[config.mk]
export PLATFORM = sky130hd
export DESIGN_NAME = demux_rr_ctrl
export DESIGN_NICKNAME = d
export VERILOG_FILES = /design/src/rtl/demux_rr_ctrl.sv
export SDC_FILE = /design/constraint.sdc
export NUM_CORES = 1
export LEC_CHECK = 0
export CAP_MARGIN = 20
export CORE_MARGIN = 2
export CORE_UTILIZATION = 43
export DETAILED_ROUTE_END_ITERATION = 6
export GPL_TIMING_DRIVEN = 0
export PLACE_DENSITY = 0.75
export SLEW_MARGIN = 20
export SYNTH_ARGS = -nofsm -noshare
export SYNTH_HDL_FRONTEND = slang
export SYNTH_SLANG_ARGS = --single-unit
[constraint.sdc]
create_clock -name clk -period 2.4 [get_ports clk]
set_input_delay 0.6 -clock clk [delete_from_list [all_inputs] [get_ports clk]]
set_output_delay 0.6 -clock clk [all_outputs]
set_load 0.005 [all_outputs]
[src/rtl/demux_rr_ctrl.sv]
// One-deep demultiplexer: holds a single upstream word and offers it to one of four
// channels, chosen round-robin over an enable mask or by a fixed two-bit select.
module demux_rr_ctrl #(
  parameter int WIDTH = 8
) (
  input  logic             clk,
  input  logic             rst,
  input  logic             mode,
  input  logic             s1,
  input  logic             s0,
  input  logic [3:0]       en,
  input  logic             y_valid,
  input  logic [WIDTH-1:0] y_data,
  output logic             y_ready,
  output logic [3:0]       out_valid,
  output logic [WIDTH-1:0] out_data,
  input  logic [3:0]       out_ready,
  output logic [15:0]      xfer_cnt
);

  typedef enum logic {
    IDLE = 1'b0,
    SEND = 1'b1
  } state_t;

  state_t           state_q;
  logic [3:0]       outValid_q;
  logic [WIDTH-1:0] outData_q;
  logic [1:0]       ptr_q;
  logic [15:0]      xferCnt_q;

  logic       complete;
  logic       accept;
  logic       rrFound;
  logic [1:0] rrCh;
  logic [1:0] rrIdx;
  logic       chAvail;
  logic [1:0] ch_d;
  logic [1:0] ptr_d;

  assign complete = |(outValid_q & out_ready);

  // Search starts just past the last grant so every enabled channel gets a turn;
  // the pointer itself is checked last.
  always_comb begin
    rrFound = 1'b0;
    rrCh    = ptr_q;
    rrIdx   = ptr_q;
    for (int k = 1; k <= 4; k++) begin
      rrIdx = 2'(ptr_q + 2'(k));
      if (!rrFound && en[rrIdx]) begin
        rrFound = 1'b1;
        rrCh    = rrIdx;
      end
    end
  end

  always_comb begin
    chAvail = 1'b1;
    ch_d    = {s1, s0};
    ptr_d   = ptr_q;
    if (!mode) begin
      chAvail = rrFound;
      ch_d    = rrCh;
      ptr_d   = rrCh;
    end
  end

  assign y_ready = !rst && chAvail && ((state_q == IDLE) || complete);
  assign accept  = y_valid && y_ready;

  always_ff @(posedge clk or posedge rst) begin
    if (rst) begin
      state_q    <= IDLE;
      outValid_q <= 4'b0000;
      outData_q  <= '0;
      ptr_q      <= 2'd3;
      xferCnt_q  <= 16'h0000;
    end else begin
      if (accept) begin
        state_q    <= SEND;
        outData_q  <= y_data;
        outValid_q <= 4'b0001 << ch_d;
        ptr_q      <= ptr_d;
      end else if (complete) begin
        state_q    <= IDLE;
        outValid_q <= 4'b0000;
      end
      if (complete) begin
        xferCnt_q <= xferCnt_q + 16'd1;
      end
    end
  end

  assign out_valid = outValid_q;
  assign out_data  = outData_q;
  assign xfer_cnt  = xferCnt_q;

endmodule

==> impl_metrics.tcl, run 1 <==
set metrics [dict create \
    yosysSeqAreaShare_pct 49.68 \
    htree_num_levels 2 \
    clk_pin_slew_worst_paths_ps 90 \
    core_region_area_um2 3416 \
    syn_area_um2 1567 \
    worst-path-max-fanout 6 \
    cp.required_ps 1800 \
    io_buffer_count 50 \
    synth_edf_count 0 \
    yosysTopAreaCellShare_pct 46.33 \
    multi_input_area_um2 772.0 \
    wl_per_cell_um 14.63 \
    syn_inst 133 \
    clock-sinks 31 \
    slew_viol_final 0 \
    crit_path_end_kind "primary output" \
    hold_violations 0 \
    cp-start-kind "input pin" \
    cp.arrival_ps 1870 \
    die_x_um 64.36 \
    wl_um 3496 \
    violations "setup timing" \
    rows 21 \
    syn_area_per_cell_um2 11.78 \
    status "complete, but fails checks" \
    maxCapViolCount 0 \
    final.min_clock_period_ps 2473 \
    drt_first_pass_iters 4 \
    synth_top_cell_by_area "dfrtp_1" \
    vdd_drop_max_mv 0.5695 \
    synth_area_leaders "dfrtp_1, mux2_4, xnor2_1" \
    drc 0 \
    clk_latency_ps 330 \
    grt_first_pass_wirelength_um 5989 \
    grt_pass1_vias 1369 \
    endpoint "y_ready" \
    postRouteAntennaNets 0 \
    r2r_slack_ps 190 \
    grt_max_degree 33 \
    tightest_slew_ps 646.1 \
    syn_to_final_growth_pct 41.53 \
    synth-seq-cells 31 \
    cts_tree "built" \
    worst_slack_ps -73.09 \
    finClkSkew_ps 13.31 \
    start_util_pct 45.86 \
    synthArstFlopShare_pct 100.0 \
    cts_hold_buf 0 \
    grt_antenna_before_repair 0 \
    setup-tns-final_ps -73.09 \
    fin_crit_sh_pct 103.0 \
    p_leak_nw 0.9687 \
    maxSlewHeadroom_pct 56.86 \
    root_buffer "clkbuf_4" \
    grt.overflow.total 0 \
    hold_path_class "reg2reg" \
    worst_r2r_startpoint "ptr_q[1]" \
    drive_gt1_share_pct 18.65 \
    synth_top_flop_cell "dfrtp_1" \
    nFillCells 298 \
    synth_cell_types 40 \
    r2r_cells 8 \
    drtIter0Drc 25 \
    cts_max_path_buffers 2 \
    post-route-util_pct 64.91 \
    final-setup-viol-count 1 \
    diodes 0 \
    dieArea_um2 4142 \
    pin_count 51 \
    startpoint "en[1]" \
    place.gp.congestion 0.8118 \
    viasPerCell 5.155 \
    yosys_warnings 0 \
    grtUsageTotal_pct 18.66 \
    max_freq_mhz 404.4 \
    fin_cells 239 \
    vias 1232 \
    rsz0062_at_grt "yes" \
    die_h_um 64.36 \
    syn-num-nets 156 \
    dpl.cell_count 229 \
    cts_buffers 5 \
    critPathKind "in2out" \
    power_density_nw_per_um2 956.5 \
    layout.nets 215 \
    r2r-end "out_data[1]" \
    post-dp-hpwl_um 2525 \
    register_area_um2 778.2 \
]
## stage by stage
stage | area, um2 | power, mW | setup WS, ps | hold WS, ps
6_report | 2217 | 2.121 | -73.09 | 474.1
5_1_grt | 2217 | 2.269 | -150.1 | 500.6
4_1_cts | 2223 | 2.142 | -125.1 | 481.6
3_5_place_dp | 2125 | 1.795 | -789.7 | 470.0
3_3_place_gp | 2125 | 1.759 | -711.6 | 459.8
2_1_floorplan | 1567 | 1.355 | 295.2 | 466.1
## where the power goes
group	internal, mW	total [mW]	switching [mW]
Clock	0.114	0.288	0.174
Sequential	0.699	0.848	0.149
Combinational	0.601	0.985	0.383
Total	1.41	2.12	0.706
## worst min path at each step
stage / startpoint / endpoint / slack (ps) / cells after the start
CTS: xfer_cnt[15] / xfer_cnt[15] / 480 / 1
finish: xfer_cnt[15] / xfer_cnt[15] / 470 / 1
global placement: xfer_cnt[15] / xfer_cnt[15] / 460 / 1
global route: xfer_cnt[15] / xfer_cnt[15] / 500 / 1
floorplan: state_q / state_q / 470 / 1
detailed placement: xfer_cnt[15] / xfer_cnt[15] / 470 / 1
## critical path: stages
cell,delay [ps]
dlygate4sd2_1,290
or2_1,260
a2111oi_4,370
o21ai_2,110
and2_4,150
buf_6,110
## layout make-up
type / instances / share of cell area, %
clock inverter: 1 / 0.2257
inverter: 4 / 0.6772
buffer: 2 / 1.129
tap: 46 / 2.596
timing repair buffer: 53 / 23.42
clock buffer: 7 / 2.032
sequential: 31 / 35.10
multi-input combinational: 95 / 34.82
## metal layers
metal	vias up	share of wire [%]	global-route usage (%)
li1	591	-	-
met1	597	43	20.82
met2	40	50	33.33
met3	4	6.8	5.810
met4	0	0.66	6.649
met5	-	0	0
## flip-flops by register name (all words and copies together) (netlist names)
| name | count |
|---|---|
| ptr_q | 2 |
| out_data | 8 |
| xfer_cnt | 16 |
| out_valid | 4 |
| state_q | 1 |
## cells in the final DEF, fill, tap and decap left out, drive strengths merged, types with 6 or more instances in the layout
master / netlist / layout
nor2: 8 / 8
dfrtp: 29 / 29
clkdlybuf4s50: 0 / 45
nand2: 14 / 14
clkbuf: 0 / 7
mux2: 10 / 10
xnor2: 10 / 10
buf: 3 / 6
## cells by family after synthesis
logic type | after synthesis | synth area share, %
flip-flops | 31 | 49.68
XOR/XNOR | 15 | 8.386
AND/OR/NAND/NOR | 46 | 16.06
AO/OA/AOI/OAI | 18 | 9.185
multiplexers | 15 | 12.62
buffers and inverters | 7 | 3.274
adder cells (fa/ha/maj) | 1 | 0.7986
## synth_stat cells, drive strengths merged (2+ instances only)
library cell,number
a22oi,2
o32a,2
xor2,5
nor2b,2
a31oi,2
mux2,10
buf,3
xnor2,10
and4,2
nand2,14
nand3,5
dfrtp,29
inv,4
nand4,4
and2,2
nor2,8
nand2b,5
o21ai,5
dfstp,2
mux2i,4
a2111oi,2
## repair_timing
item | CTS | global route
pin swaps | 3 | 1
setup endpoints to repair | 1 | 2
setup buffers | 3 | 0
gates resized for setup | 14 | 1
Power figures use the tool's default switching activity.
==> run 2, diff against run 1 <==
MAX_ROUTING_LAYER = met4   (was not set)
==> impl_metrics.tcl, run 2 (synthesis gave the netlist of run 1 again) <==
set metrics [dict create \
    violations "setup timing" \
    combPwrFrac_pct 46.4 \
    fin_cells 239 \
    wl_um 3488 \
    cp.arrival_ps 1870 \
    rsz0062_at_grt "yes" \
    drc 0 \
    grt_pass1_vias 1374 \
    place.gp.congestion 0.8238 \
    largest_register_ffs 16 \
    grtUsageTotal_pct 19.18 \
    postRouteAntennaNets 0 \
    syn_to_final_growth_pct 41.53 \
    tightest_slew_ps 643.5 \
    cts_hold_buf 0 \
    swShare_pct 33.34 \
    grt.overflow.total 0 \
    max_freq_mhz 404.3 \
    drtIter0Drc 20 \
    p_sw_mw 0.7075 \
    diodes 0 \
    crit_path_end_kind "primary output" \
    drt_first_pass_iters 4 \
    maxCapViolCount 0 \
    worst-path-max-fanout 3 \
    die_h_um 64.36 \
    hold_ws_ps 474.1 \
    clkPwrFrac_pct 13.6 \
    drive_gt1_share_pct 18.65 \
    critPathKind "in2out" \
    pre_cts_ws_ps -789.7 \
    hold_path_class "reg2reg" \
    dieArea_um2 4142 \
    clock-sinks 31 \
    cp-start-kind "input pin" \
    clk_latency_ps 330 \
    grt_first_pass_wirelength_um 5996 \
    final.min_clock_period_ps 2473 \
    p_int_mw 1.414 \
    htree_num_levels 2 \
    vdd_drop_max_mv 0.5692 \
    io_buffer_count 50 \
    final-setup-viol-count 1 \
    dpl.cell_count 229 \
    core_region_area_um2 3416 \
    viasPerCell 5.159 \
    cts_tree "built" \
    p_leak_nw 0.9687 \
    finClkSkew_ps 14.75 \
    root_buffer "clkbuf_4" \
    layout.nets 215 \
    cp.required_ps 1800 \
    worst_slack_ps -73.17 \
    layout_commonest_cell "clkdlybuf4s50_1" \
    fin_crit_sh_pct 103.0 \
    grt_antenna_before_repair 0 \
    wl_per_cell_um 14.59 \
    layout_common_cells "clkdlybuf4s50_1, dfrtp_1, nand2_1, xnor2_1, nor2_1" \
    die_x_um 64.36 \
    clk_pin_slew_worst_paths_ps 90 \
    pin_count 51 \
    cts_max_path_buffers 2 \
    post-dp-hpwl_um 2525 \
    grt_max_degree 33 \
    maxSlewHeadroom_pct 57.04 \
    slew_viol_final 0 \
    hold_violations 0 \
    vias 1233 \
    cts_buffers 5 \
    p_seq_share_pct 40.0 \
    power_density_nw_per_um2 957.1 \
    rows 21 \
    start_util_pct 45.86 \
    status "complete, but fails checks" \
]
[run 2: final cells by class]
cell class	count	area, um2
Tap cell	46	57.56
Inverter	4	15.01
Clock buffer	7	45.04
Sequential cell	31	778.2
Buffer	2	25.02
Clock inverter	1	5.005
Multi-Input combinational cell	95	772.0
Timing Repair Buffer	53	519.2
Fill cell	298	1199
[run 2: metal layers]
layer	share of wire [%]	global-route usage (%)	up-vias
met3	6.4	5.458	7
met4	1.3	6.649	0
met1	44	21.05	595
li1	-	-	591
met2	49	33.33	40
met5	0	-	-
[run 2: power by group through the flow]
stage / clock [mW] / sequential, mW / combinational [mW]
after floorplan: 0 / 0.830 / 0.525
after global placement: 0 / 0.825 / 0.934
after detailed placement: 0 / 0.839 / 0.956
after CTS: 0.294 / 0.838 / 1.01
after global routing: 0.318 / 0.876 / 1.08
final: 0.289 / 0.848 / 0.984
[run 2: worst max-delay path: stages]
cell	delay (ps)
clkdlybuf4s50_1	460
a22oi_1	100
and2_1	190
a21oi_2	260
and2_4	190
buf_6	80
[run 2: worst paths after layout]
path,startpoint,end,slack (ps),depth (start not counted)
hold / removal,xfer_cnt[15],xfer_cnt[15],470,1
setup reg to reg,ptr_q[1],out_data[1],190,8
max in group asynchronous,rst,out_data[1],1220,2
hold reg to reg,xfer_cnt[15],xfer_cnt[15],470,1
min in group asynchronous,rst,state_q,740,2
setup / recovery,out_ready[0],y_ready,-70,6
[run 2: stage by stage]
| stage | utilization [%] | TNS, ps | total power, mW | cell area [um2] |
|---|---|---|---|---|
| global placement | 62.20 | -2491 | 1.759 | 2125 |
| detailed placement | 62.20 | -4393 | 1.795 | 2125 |
| floorplan | - | 0 | 1.355 | 1567 |
| finish | 64.91 | -73.17 | 2.122 | 2217 |
| global route | 64.91 | -150.1 | 2.269 | 2217 |
| CTS | 65.09 | -125.1 | 2.142 | 2223 |
[run 2: what timing repair did]
| action | CTS | global route |
|---|---|---|
| pin swaps | 3 | 1 |
| setup endpoints to repair | 1 | 2 |
| buffers inserted | 3 | 0 |
| resized for setup | 14 | 1 |
==> run 3, diff against run 2 <==
CORE_MARGIN = not set   (was 2)
GPL_ROUTABILITY_DRIVEN = 0   (was not set)
==> impl_metrics.tcl, run 3 (synthesis gave the netlist of run 1 again) <==
set metrics [dict create \
    status "complete, but fails checks" \
    violations "setup timing" \
    nFillCells 277 \
    diodes 0 \
    fin_crit_sh_pct 103.6 \
    largest_register_ffs 16 \
    vias 1237 \
    vdd_drop_max_mv 0.5127 \
    maxCapViolCount 0 \
    critPathKind "in2out" \
    pin_count 51 \
    max_freq_mhz 402.3 \
    syn_to_final_growth_pct 43.77 \
    post-route-util_pct 65.93 \
    die_h_um 62.36 \
    drtIter0Drc 17 \
    grt.overflow.total 0 \
    viasPerCell 5.154 \
    fin_cells 240 \
    cts_tree "built" \
    cts_hold_buf 0 \
    finClkSkew_ps 12.88 \
    clk_latency_ps 330 \
    maxSlewHeadroom_pct 54.84 \
    final-setup-viol-count 1 \
    grtUsageTotal_pct 20.49 \
    cts_max_path_buffers 2 \
    start_util_pct 45.86 \
    layout_common_cells "clkdlybuf4s50_1, dfrtp_1, nand2_1, xnor2_1, nor2_1" \
    grt_first_pass_wirelength_um 5927 \
    worst_slack_ps -85.77 \
    io_buffer_count 50 \
    post-dp-hpwl_um 2484 \
    clock-sinks 31 \
    layout_commonest_cell "clkdlybuf4s50_1" \
    dpl.cell_count 229 \
    dieArea_um2 3888 \
    clk_pin_slew_worst_paths_ps 100 \
    hold_ws_ps 488.1 \
    drive_gt1_share_pct 20.62 \
    drt_first_pass_iters 4 \
    cp.required_ps 1800 \
    wl_um 3513 \
    tightest_slew_ps 672.2 \
    postRouteAntennaNets 0 \
    core_region_area_um2 3416 \
    drc 0 \
    crit_path_end_kind "primary output" \
    worst-path-max-fanout 3 \
    layout.nets 216 \
    p_leak_nw 0.9851 \
    slew_viol_final 0 \
    hold_violations 0 \
    cp.arrival_ps 1890 \
    p_total_mw 2.204 \
    grt_max_degree 33 \
    final.min_clock_period_ps 2486 \
    root_buffer "clkbuf_4" \
    power_density_nw_per_um2 978.8 \
    rsz0062_at_grt "yes" \
    cts_buffers 5 \
    cp-start-kind "input pin" \
    grt_antenna_before_repair 0 \
    rows 21 \
    wl_per_cell_um 14.64 \
    grt_pass1_vias 1283 \
    htree_num_levels 2 \
    die_x_um 62.36 \
    hold_path_class "reg2reg" \
]
-- run 3: area by class of cell --
type / instances / area, um2 / share of cell area (%)
Buffer: 2 / 25.02 / 1.111
Clock buffer: 8 / 68.82 / 3.056
Inverter: 4 / 15.01 / 0.6667
Multi-Input combinational cell: 95 / 784.5 / 34.83
Sequential cell: 31 / 778.2 / 34.56
Tap cell: 46 / 57.56 / 2.556
Timing Repair Buffer: 54 / 523.0 / 23.22
-- run 3: layer usage --
| layer | track usage, % | wire length, um | share of wire [%] | vias to the layer above |
|---|---|---|---|---|
| li1 | - | - | - | 600 |
| met1 | 23.00 | 1566 | 45 | 588 |
| met2 | 34.20 | 1739 | 50 | 45 |
| met3 | 6.434 | 176 | 5.0 | 4 |
| met4 | 7.558 | 31 | 0.88 | 0 |
| met5 | - | 0 | 0 | - |
-- run 3: critical path, stage by stage --
cell	delay [ps]
clkdlybuf4s50_1	450
a22oi_1	90
and2_1	200
a21oi_2	260
and2_4	190
buf_6	80
-- run 3: power breakdown --
group | switching, mW | total [mW] | leakage [nW] | internal (mW)
Combinational | 0.388 | 1.00 | 0.549 | 0.615
Sequential | 0.152 | 0.852 | 0.397 | 0.699
Clock | 0.177 | 0.350 | 0.0386 | 0.172
-- run 3: stage by stage --
step | instance area, um2 | worst slack [ps] | TNS, ps
final | 2252 | -85.77 | -85.77
after global routing | 2252 | -136.8 | -136.8
after CTS | 2252 | -134.8 | -134.8
after detailed placement | 2125 | -805.7 | -4342
after global placement | 2125 | -710.4 | -2485
after floorplan | 1567 | 295.2 | 0
-- run 3: worst paths after layout --
path,startpoint,to,slack (ps),depth (start not counted)
max reg2reg,ptr_q[1],out_data[2],180,8
max,out_ready[1],y_ready,-90,6
min reg2reg,xfer_cnt[15],xfer_cnt[15],490,1
max in group asynchronous,rst,xfer_cnt[9],1190,2
min,xfer_cnt[15],xfer_cnt[15],490,1
min in group asynchronous,rst,out_valid[3],780,2
-- run 3: what timing repair did --
action                                  4_1_cts  5_1_grt
endpoints found under the setup margin        1        1
gates resized for setup                      15        4
pin swaps                                     3        2
setup buffers                                 4        0
